File: src/rtl/vsa_pkg.sv
// Shared constants and types for the VSA 12-bit processor and its memory side.
package vsa_pkg;

    // Datapath geometry
    localparam int IW    = 12;            // instruction width
    localparam int DW    = 5;             // data word, PC and address width
    localparam int DEPTH = 2 ** DW;       // words per memory

    // Data address whose store ends the run
    localparam logic [DW-1:0] MAILBOX_ADDR_DEF = 5'd31;

    // Instruction fields: [11:9] opcode, [8:6] function, rest operands
    localparam int OPC_W = 3;
    localparam int FN_W  = 3;

    localparam logic [OPC_W-1:0] OP_LW  = 3'd0;   // all-zero word is LW R0, harmless
    localparam logic [OPC_W-1:0] OP_SW  = 3'd1;
    localparam logic [OPC_W-1:0] OP_ALU = 3'd2;
    localparam logic [OPC_W-1:0] OP_LI  = 3'd3;
    localparam logic [OPC_W-1:0] OP_BEQ = 3'd4;
    localparam logic [OPC_W-1:0] OP_JMP = 3'd5;

    localparam logic [FN_W-1:0] FN_ADD = 3'd0;
    localparam logic [FN_W-1:0] FN_SUB = 3'd1;
    localparam logic [FN_W-1:0] FN_AND = 3'd2;
    localparam logic [FN_W-1:0] FN_OR  = 3'd3;
    localparam logic [FN_W-1:0] FN_XOR = 3'd4;

    // Responder phases; the unused code 3 falls back to LOAD
    typedef enum logic [1:0] {
        LOAD = 2'd0,
        RUN  = 2'd1,
        DONE = 2'd2
    } mem_state_t;

endpackage

File: src/rtl/vsa_ram.sv
// Width x depth register array: async clear, one sync write, one async read.
module vsa_ram #(
    parameter int W  = 8,
    parameter int D  = 32,
    parameter int AW = $clog2(D)
) (
    input  logic          clk_i,
    input  logic          rst_ni,
    input  logic          we_i,
    input  logic [AW-1:0] waddr_i,
    input  logic [W-1:0]  wdata_i,
    input  logic [AW-1:0] raddr_i,
    output logic [W-1:0]  rdata_o
);

    logic [W-1:0] mem_q [D];

    // Storage: cleared by reset, one word written per enabled edge
    always_ff @(posedge clk_i or negedge rst_ni) begin
        if (!rst_ni) begin
            for (int i = 0; i < D; i++) mem_q[i] <= '0;
        end else if (we_i) begin
            mem_q[waddr_i] <= wdata_i;
        end
    end

    assign rdata_o = mem_q[raddr_i];

endmodule

File: src/rtl/vsa_mem_responder.sv
// Memory-side responder: host preload, processor fetch/load/store, mailbox end.
module vsa_mem_responder
    import vsa_pkg::*;
#(
    parameter logic [DW-1:0] MAILBOX_ADDR = MAILBOX_ADDR_DEF,
    parameter int            CNT_W        = 8
) (
    input  logic             clock,
    input  logic             reset_n,
    // host loader
    input  logic             ld_valid,
    output logic             ld_ready,
    input  logic             ld_sel,
    input  logic [IW-1:0]    ld_data,
    input  logic             ld_last,
    // processor side
    output logic             cpu_run,
    input  logic [DW-1:0]    pc,
    output logic [IW-1:0]    instruction,
    input  logic [DW-1:0]    alu_addr,
    input  logic [DW-1:0]    dataout,
    input  logic             wr,
    output logic [DW-1:0]    datain,
    // status
    output logic             done,
    output logic [DW-1:0]    result,
    output logic [CNT_W-1:0] wr_count,
    output logic             ld_overflow
);

    // Pointers are one bit wider than an address so "full" is representable
    localparam logic [DW:0]      PTR_FULL = {1'b1, {DW{1'b0}}};
    localparam logic [DW:0]      PTR_ONE  = 1;
    localparam logic [CNT_W-1:0] CNT_ONE  = 1;

    mem_state_t       state_q, state_d;
    logic [DW:0]      iptr_q, iptr_d;
    logic [DW:0]      dptr_q, dptr_d;
    logic [CNT_W-1:0] cnt_q, cnt_d;
    logic [DW-1:0]    res_q, res_d;
    logic             ovf_q, ovf_d;

    logic             ld_fire, st_fire;
    logic             imem_we, dmem_we;
    logic [DW-1:0]    dmem_waddr, dmem_wdata;
    logic [IW-1:0]    imem_rdata;
    logic [DW-1:0]    dmem_rdata;

    assign ld_fire = ld_valid && (state_q == LOAD);
    assign st_fire = wr && (state_q == RUN);

    // Loader and processor writes are exclusive by phase, so one port suffices
    assign imem_we    = ld_fire && !ld_sel && (iptr_q != PTR_FULL);
    assign dmem_we    = (ld_fire && ld_sel && (dptr_q != PTR_FULL)) || st_fire;
    assign dmem_waddr = (state_q == RUN) ? alu_addr : dptr_q[DW-1:0];
    assign dmem_wdata = (state_q == RUN) ? dataout  : ld_data[DW-1:0];

    vsa_ram #(.W(IW), .D(DEPTH), .AW(DW)) u_imem (
        .clk_i   (clock),
        .rst_ni  (reset_n),
        .we_i    (imem_we),
        .waddr_i (iptr_q[DW-1:0]),
        .wdata_i (ld_data),
        .raddr_i (pc),
        .rdata_o (imem_rdata)
    );

    vsa_ram #(.W(DW), .D(DEPTH), .AW(DW)) u_dmem (
        .clk_i   (clock),
        .rst_ni  (reset_n),
        .we_i    (dmem_we),
        .waddr_i (dmem_waddr),
        .wdata_i (dmem_wdata),
        .raddr_i (alu_addr),
        .rdata_o (dmem_rdata)
    );

    // Phase register plus loader pointers, store counter and mailbox capture
    always_ff @(posedge clock or negedge reset_n) begin
        if (!reset_n) begin
            state_q <= LOAD;
            iptr_q  <= '0;
            dptr_q  <= '0;
            cnt_q   <= '0;
            res_q   <= '0;
            ovf_q   <= 1'b0;
        end else begin
            state_q <= state_d;
            iptr_q  <= iptr_d;
            dptr_q  <= dptr_d;
            cnt_q   <= cnt_d;
            res_q   <= res_d;
            ovf_q   <= ovf_d;
        end
    end

    // Next-state: loader handshakes in LOAD, stores and mailbox in RUN
    always_comb begin
        state_d = state_q;
        iptr_d  = iptr_q;
        dptr_d  = dptr_q;
        cnt_d   = cnt_q;
        res_d   = res_q;
        ovf_d   = ovf_q;
        case (state_q)
            LOAD: begin
                if (ld_fire) begin
                    if (!ld_sel) begin
                        if (iptr_q == PTR_FULL) ovf_d  = 1'b1;
                        else                    iptr_d = iptr_q + PTR_ONE;
                    end else begin
                        if (dptr_q == PTR_FULL) ovf_d  = 1'b1;
                        else                    dptr_d = dptr_q + PTR_ONE;
                    end
                    // a dropped last word still ends the load
                    if (ld_last) state_d = RUN;
                end
            end
            RUN: begin
                if (st_fire) begin
                    if (cnt_q != {CNT_W{1'b1}}) cnt_d = cnt_q + CNT_ONE;
                    if (alu_addr == MAILBOX_ADDR) begin
                        res_d   = dataout;
                        state_d = DONE;
                    end
                end
            end
            DONE:    ;
            default: state_d = LOAD;
        endcase
    end

    // Outputs are pure decodes of the phase; fetch reads only while running
    assign ld_ready    = (state_q == LOAD);
    assign cpu_run     = (state_q == RUN);
    assign done        = (state_q == DONE);
    assign instruction = (state_q == RUN) ? imem_rdata : '0;
    assign datain      = ((state_q == RUN) || (state_q == DONE)) ? dmem_rdata : '0;
    assign result      = res_q;
    assign wr_count    = cnt_q;
    assign ld_overflow = ovf_q;

endmodule

File: config.mk
export PLATFORM = sky130hd
export DESIGN_NAME = vsa_mem_responder
export DESIGN_NICKNAME = d
export VERILOG_FILES = /design/src/rtl/vsa_pkg.sv /design/src/rtl/vsa_ram.sv /design/src/rtl/vsa_mem_responder.sv
export SDC_FILE = /design/constraint.sdc
export NUM_CORES = 1
export LEC_CHECK = 0
export CELL_PAD_IN_SITES_DETAIL_PLACEMENT = 1
export CELL_PAD_IN_SITES_GLOBAL_PLACEMENT = 1
export CORE_UTILIZATION = 53
export CTS_CLUSTER_DIAMETER = 100
export DETAILED_ROUTE_END_ITERATION = 6
export HOLD_SLACK_MARGIN = 0.03
export PLACE_DENSITY_LB_ADDON = 0.1
export SETUP_SLACK_MARGIN = 0.3
export SYNTH_ARGS = -nofsm -noshare
export SYNTH_HDL_FRONTEND = slang
export SYNTH_SLANG_ARGS = --single-unit
File: constraint.sdc
create_clock -name clock -period 3.1 [get_ports clock]
set_input_delay 0.62 -clock clock [delete_from_list [all_inputs] [get_ports clock]]
set_output_delay 0.62 -clock clock [all_outputs]
set_load 0.01 [all_outputs]
# After elaboration in Yosys (flattened, before gate mapping)
# Cells that the tools add are included.
[word_totals]
register_bits = 572
latchBits = 0
ramBits = 0
mem_bits_ro = 0
output_inout_bits = 34
wordCells = 143
mem_count = 0
[classes]
add_sub_neg = 3
n_mul = 0
div_mod_pow = 0
magnitude_cmp = 6
eq_ne = 13
n_shift = 0
muxes = 24
bitwise_logic = 8
reduce_logical = 19
[ops]
columns = ["op", "count"]
rows = [
  ["bitwise mux 384 bit", 1],
  ["bitwise mux 160 bit", 1],
  ["binary-select mux 12 bit (select 5 bit)", 1],
  ["demux 12 bit (select 5 bit)", 1],
  ["2-to-1 mux 12 bit", 4],
  ["2-to-1 mux 5 bit", 6],
  ["binary-select mux 5 bit (select 5 bit)", 1],
  ["demux 5 bit (select 5 bit)", 1],
  [">= comparator 6 bit, second input constant", 4],
  ["inverter 5 -> 6 bit", 4],
  ["adder 6 x 1 -> 6 bit, second input constant", 2],
  ["== test 6 bit, second input constant", 2],
  ["< comparator 6 x 1 -> 1 bit, second input constant", 2],
  ["inequality test 6 bit, second input constant", 2],
  ["AND reduction 4 bit", 3],
  ["inequality test 2 x 1 -> 1 bit, second input constant", 5],
  ["adder 8 x 1 -> 8 bit, second input constant", 1],
  ["logical AND 1 bit", 8],
  ["2-to-1 mux 2 bit", 4],
  ["inequality test 8 bit, second input constant", 1],
  ["one-hot mux 2 bit (3 select lines)", 1],
  ["AND reduction 3 bit", 2],
  ["== test 5 bit, second input constant", 1],
  ["AND reduction 5 bit", 1],
  ["8 further kinds", 14],
]

# Depth between registers and ports, before layout
[logic_depth]
word_depth = 8
mapped_depth = 8

# By module
# From an unflattened synthesis, not the netlist that was laid out.
[hier_totals]
cells_unflattened = 1917
hier_area_um2 = 27015.9
[by_module_without_submodules]
columns = ["module", "instances", "cells_each", "area_each_um2", "seq_area_each_um2"]
rows = [
  ["vsa_ram at u_imem", 1, 1311, 18003.5, 9609.2],
  ["vsa_ram at u_dmem", 1, 449, 7325.8, 4003.8],
  ["vsa_mem_responder", 1, 157, 1686.6, 700.7],
]

# Least setup slack after synthesis
# Ideal clock, no wire load.
[synth_path]
path_kind = "input -> output"
startpoint = "input pc[0]"
endpoint = "output instruction[0]"
arrival_time_ns = 2.131
t_required_ns = 2.480
setup_slack_ns = 0.349
path_stages = 6
path_buffers = 2
cell_sequence = "buf_6 -> buf_2 -> mux4_2 -> mux4_2 -> inv_1 -> a221oi_1"
[synth_via]
elab_chain_len = 5
[synth_lines]
columns = ["item", "line_no", "text"]
rows = [
  ["start, declared", "vsa_mem_responder.sv:18", "input logic [DW-1:0] pc,"],
  ["inverter 5 -> 6 bit (not written as such)", "vsa_ram.sv:27", "assign rdata_o = mem_q[raddr_i];"],
  ["binary-select mux 12 bit (select 5 bit)", "vsa_ram.sv:27", ""],
  ["2-to-1 mux 12 bit (not written as such) (2 in a row)", "vsa_ram.sv:27", ""],
  ["2-to-1 mux 12 bit", "vsa_mem_responder.sv:137", "assign instruction = (state_q == RUN) ? imem_rdata : '0;"],
  ["end, declared", "vsa_mem_responder.sv:19", "output logic [IW-1:0] instruction,"],
]
# No other way between the ends. The select of a mux whose other input is x is not followed.

# Worst setup path in the final report
[layout_path]
startpoint = "register u_imem.mem_q[23] (netlist bit)"
endpoint = "output instruction[11]"
[layout_via]
elab_chain_len = 4
[layout_lines]
columns = ["item", "line_no", "text"]
rows = [
  ["start, declared", "vsa_ram.sv:16", "logic [W-1:0] mem_q [D];"],
  ["start signal, assigned by index", "vsa_ram.sv:23", "mem_q[waddr_i] <= wdata_i;"],
  ["binary-select mux 12 bit (select 5 bit)", "vsa_ram.sv:27", ""],
  ["2-to-1 mux 12 bit (not written as such) (2 in a row)", "vsa_ram.sv:27", ""],
  ["2-to-1 mux 12 bit", "vsa_mem_responder.sv:137", ""],
]
# No other way between the ends. The select of a mux whose other input is x is not followed.

==> run metrics <==
gr ovfl total 0; WL per Instance 27.52 um; setup slack after layout 0.01502 ns; Max Clk Rate 324.2 MHz; first-pass GRT wire length about 110000 um; core area 50480 sq um; die width around 230 um; Setup WS pre-CTS -0.4063 ns; Worst Hold Class reg2reg; H-Tree Depth 2; # clock sinks 572; CTS Buffer Depth 3; clock root cell clkbuf_16; worst path arrival time 2.46 ns; dominant cell by count in the synthesized netlist dfrtp_1; maxcap violations 0; peak supply drop 512.5 uV; site row count 82; FF+latch count, synth about 570; Synth async-reset ratio 1.000; pwr/cell area slightly below 800 nW/um^2; CTS Buf Count 61; Iter 0 DRT Violations 793; vias in the first global route 18500; pin count of the biggest net entering global routing 84; PnR Total Power 0.02534 W; dominant synthesized flop cell dfrtp_1; final setup vio count 0; Routed Antenna Nets 0; RSZ-0062 raised after global routing yes; final WL 72420 um; share of cells above drive strength 1 0.5477; Worst Max-Slew Pin Slew around 0.94 ns; most frequent cells after synthesis dfrtp_1, mux2_2, mux4_2; Final Hold Fails 0; initial antenna violation count 1; Yosys warning count 0; WP data required 2.48 ns; Die H between 200 and 250 um; insertion delay to the later sink of the worst-skew pair 0.63 ns; Hold Slack 0.4639 ns; iteration count of the initial detailed-routing pass 5; leak pwr 14.90 nW; Ports 67; Synth Area per Inst between 15 and 20 sq um; syn nets 1801; CTS tree yes; Tot GR Track Use 0.2881; skew final roughly 0.013 ns; CP Max Fanout 2; Distinct cells, synth slightly above 60; final period utilization 0.9952; Synth area leaders dfrtp_1, mux2_2, mux4_2; n_diodes 0; kind of critical path reg2out; Initial Util 0.5399; IO buf count 66; post-synth top area cell dfrtp_1; Final min period 3.085 ns; gpl congestion 0.8223; mapped cell area 27250 sq um; share of the synthesized area in the top cell type 0.5253; Layout Utilization 0.6396; Layout area overhead 18.47%; DRC viols 0; Critical Path Source Type register; synthesized instance count 1756; CP endpoint kind output port; Slew Limit Headroom 0.3658; post-synthesis sequential area ratio 0.5253; die area 52330 sq um; Vias roughly 16000; Via density 6.083; Max Slew Vio Count 0; Nets 1952; Post-synth EDFFs 0; Setup TNS 0 ns; hpwl dp 46630 um; status complete, no violations; CTS clk-pin slew, worst paths 0.06 ns
==> state kept, by name (all words and copies together), names as in the netlist <==
name          cells
u_imem.mem_q    384
u_dmem.mem_q    160
wr_count          8
dptr_q            6
iptr_q            6
result            5
state_q           2
ld_overflow       1
==> through the flow <==
stage | area, sq um | std cells
after floorplan | 27250 | 1756
after global placement | 29510 | 2494
after detailed placement | 29510 | 2494
after CTS | 32100 | 2624
after global routing | 32280 | 2631
final | 32280 | 2631
==> where the power goes <==
part	switching [W]	internal, W
clock network	0.00306	0.00474
registers	0.00124	0.00946
logic	0.00326	0.00358
total	0.00756	0.0178
==> routing by layer <==
layer	share of wire	routed length [um]	track usage	vias up
met3	0.032	2285	0.03892	149
li1	-	-	-	6837
met4	0.041	2966	0.1284	2
met1	0.41	29390	0.3619	8723
met2	0.52	37760	0.4983	293
met5	0.00018	13	0	-
==> worst paths after layout <==
kind / depth (start not counted) / to / startpoint / slack, ns
min in group asynchronous: 2 / u_imem.mem_q[178] / reset_n / 0.58
worst max register to register: 8 / u_dmem.mem_q[105] / state_q[1] / 0.43
worst max-delay path: 6 / instruction[11] / u_imem.mem_q[23] / 0.02
worst min register to register: 1 / ld_overflow / ld_overflow / 0.46
worst min-delay path: 1 / ld_overflow / ld_overflow / 0.46
max in group asynchronous: 3 / state_q[0] / reset_n / 1.60
==> cell usage in the layout, fill, tap and decap left out, types with 6 or more instances in the layout <==
cell type        instances
nor2_1                  27
clkinv_2                12
mux4_2                 128
buf_12                  38
nand3_1                 10
o221ai_1                11
bufinv_16                8
buf_6                   17
buf_2                   10
clkdlybuf4s50_1         40
inv_1                    8
clkbuf_8                15
xnor2_1                 10
o22ai_1                 10
nor3_1                   7
mux2_1                  10
buf_4                  118
o21ai_1                  9
a221oi_2                12
mux2i_1                 54
a211oi_4                29
inv_2                   10
dfrtp_1                571
clkbuf_1                14
clkbuf_16               63
nand2_1                 25
xor2_1                   7
mux2_4                   6
mux2_2                 553
a22oi_1                  7
ha_1                    10
==> final cells by class <==
cell class | count | area [sq um]
clock buffer | 92 | 1836
clock inverter | 23 | 330.3
fill | 4504 | 18200
inverter | 21 | 86.33
multi-input combinational | 1019 | 12410
sequential | 572 | 14320
tap | 672 | 840.8
timing repair buffer | 232 | 2462
==> cell families after synthesis <==
| kind of cell | synth area share |
|---|---|
| AO/OA/AOI/OAI | 0.04816 |
| XOR/XNOR | 0.005464 |
| adder cells (fa/ha/maj) | 0.005509 |
| buffers and inverters | 0.03177 |
| flip-flops | 0.5253 |
| multiplexers | 0.3607 |
| AND/OR/NAND/NOR | 0.02310 |
==> worst max-delay path, stage by stage, from the launching register on <==
cell	delay, ns
dfrtp_1	0.39
mux4_2	0.48
mux4_2	0.55
inv_2	0.08
a221oi_2	0.06
buf_4	0.16
buf_6	0.11
==> what timing repair did <==
| action | CTS | global route |
|---|---|---|
| hold buffers | 1 | 0 |
| endpoints found under the hold margin | 62 | 0 |
| endpoints found under the setup margin | 37 | 17 |
| cloned | 3 | 0 |
| buffers inserted | 11 | 7 |
| gates resized for setup | 147 | 25 |
| pin swaps | 15 | 1 |
Note: power is estimated with default switching activity, not from simulation.
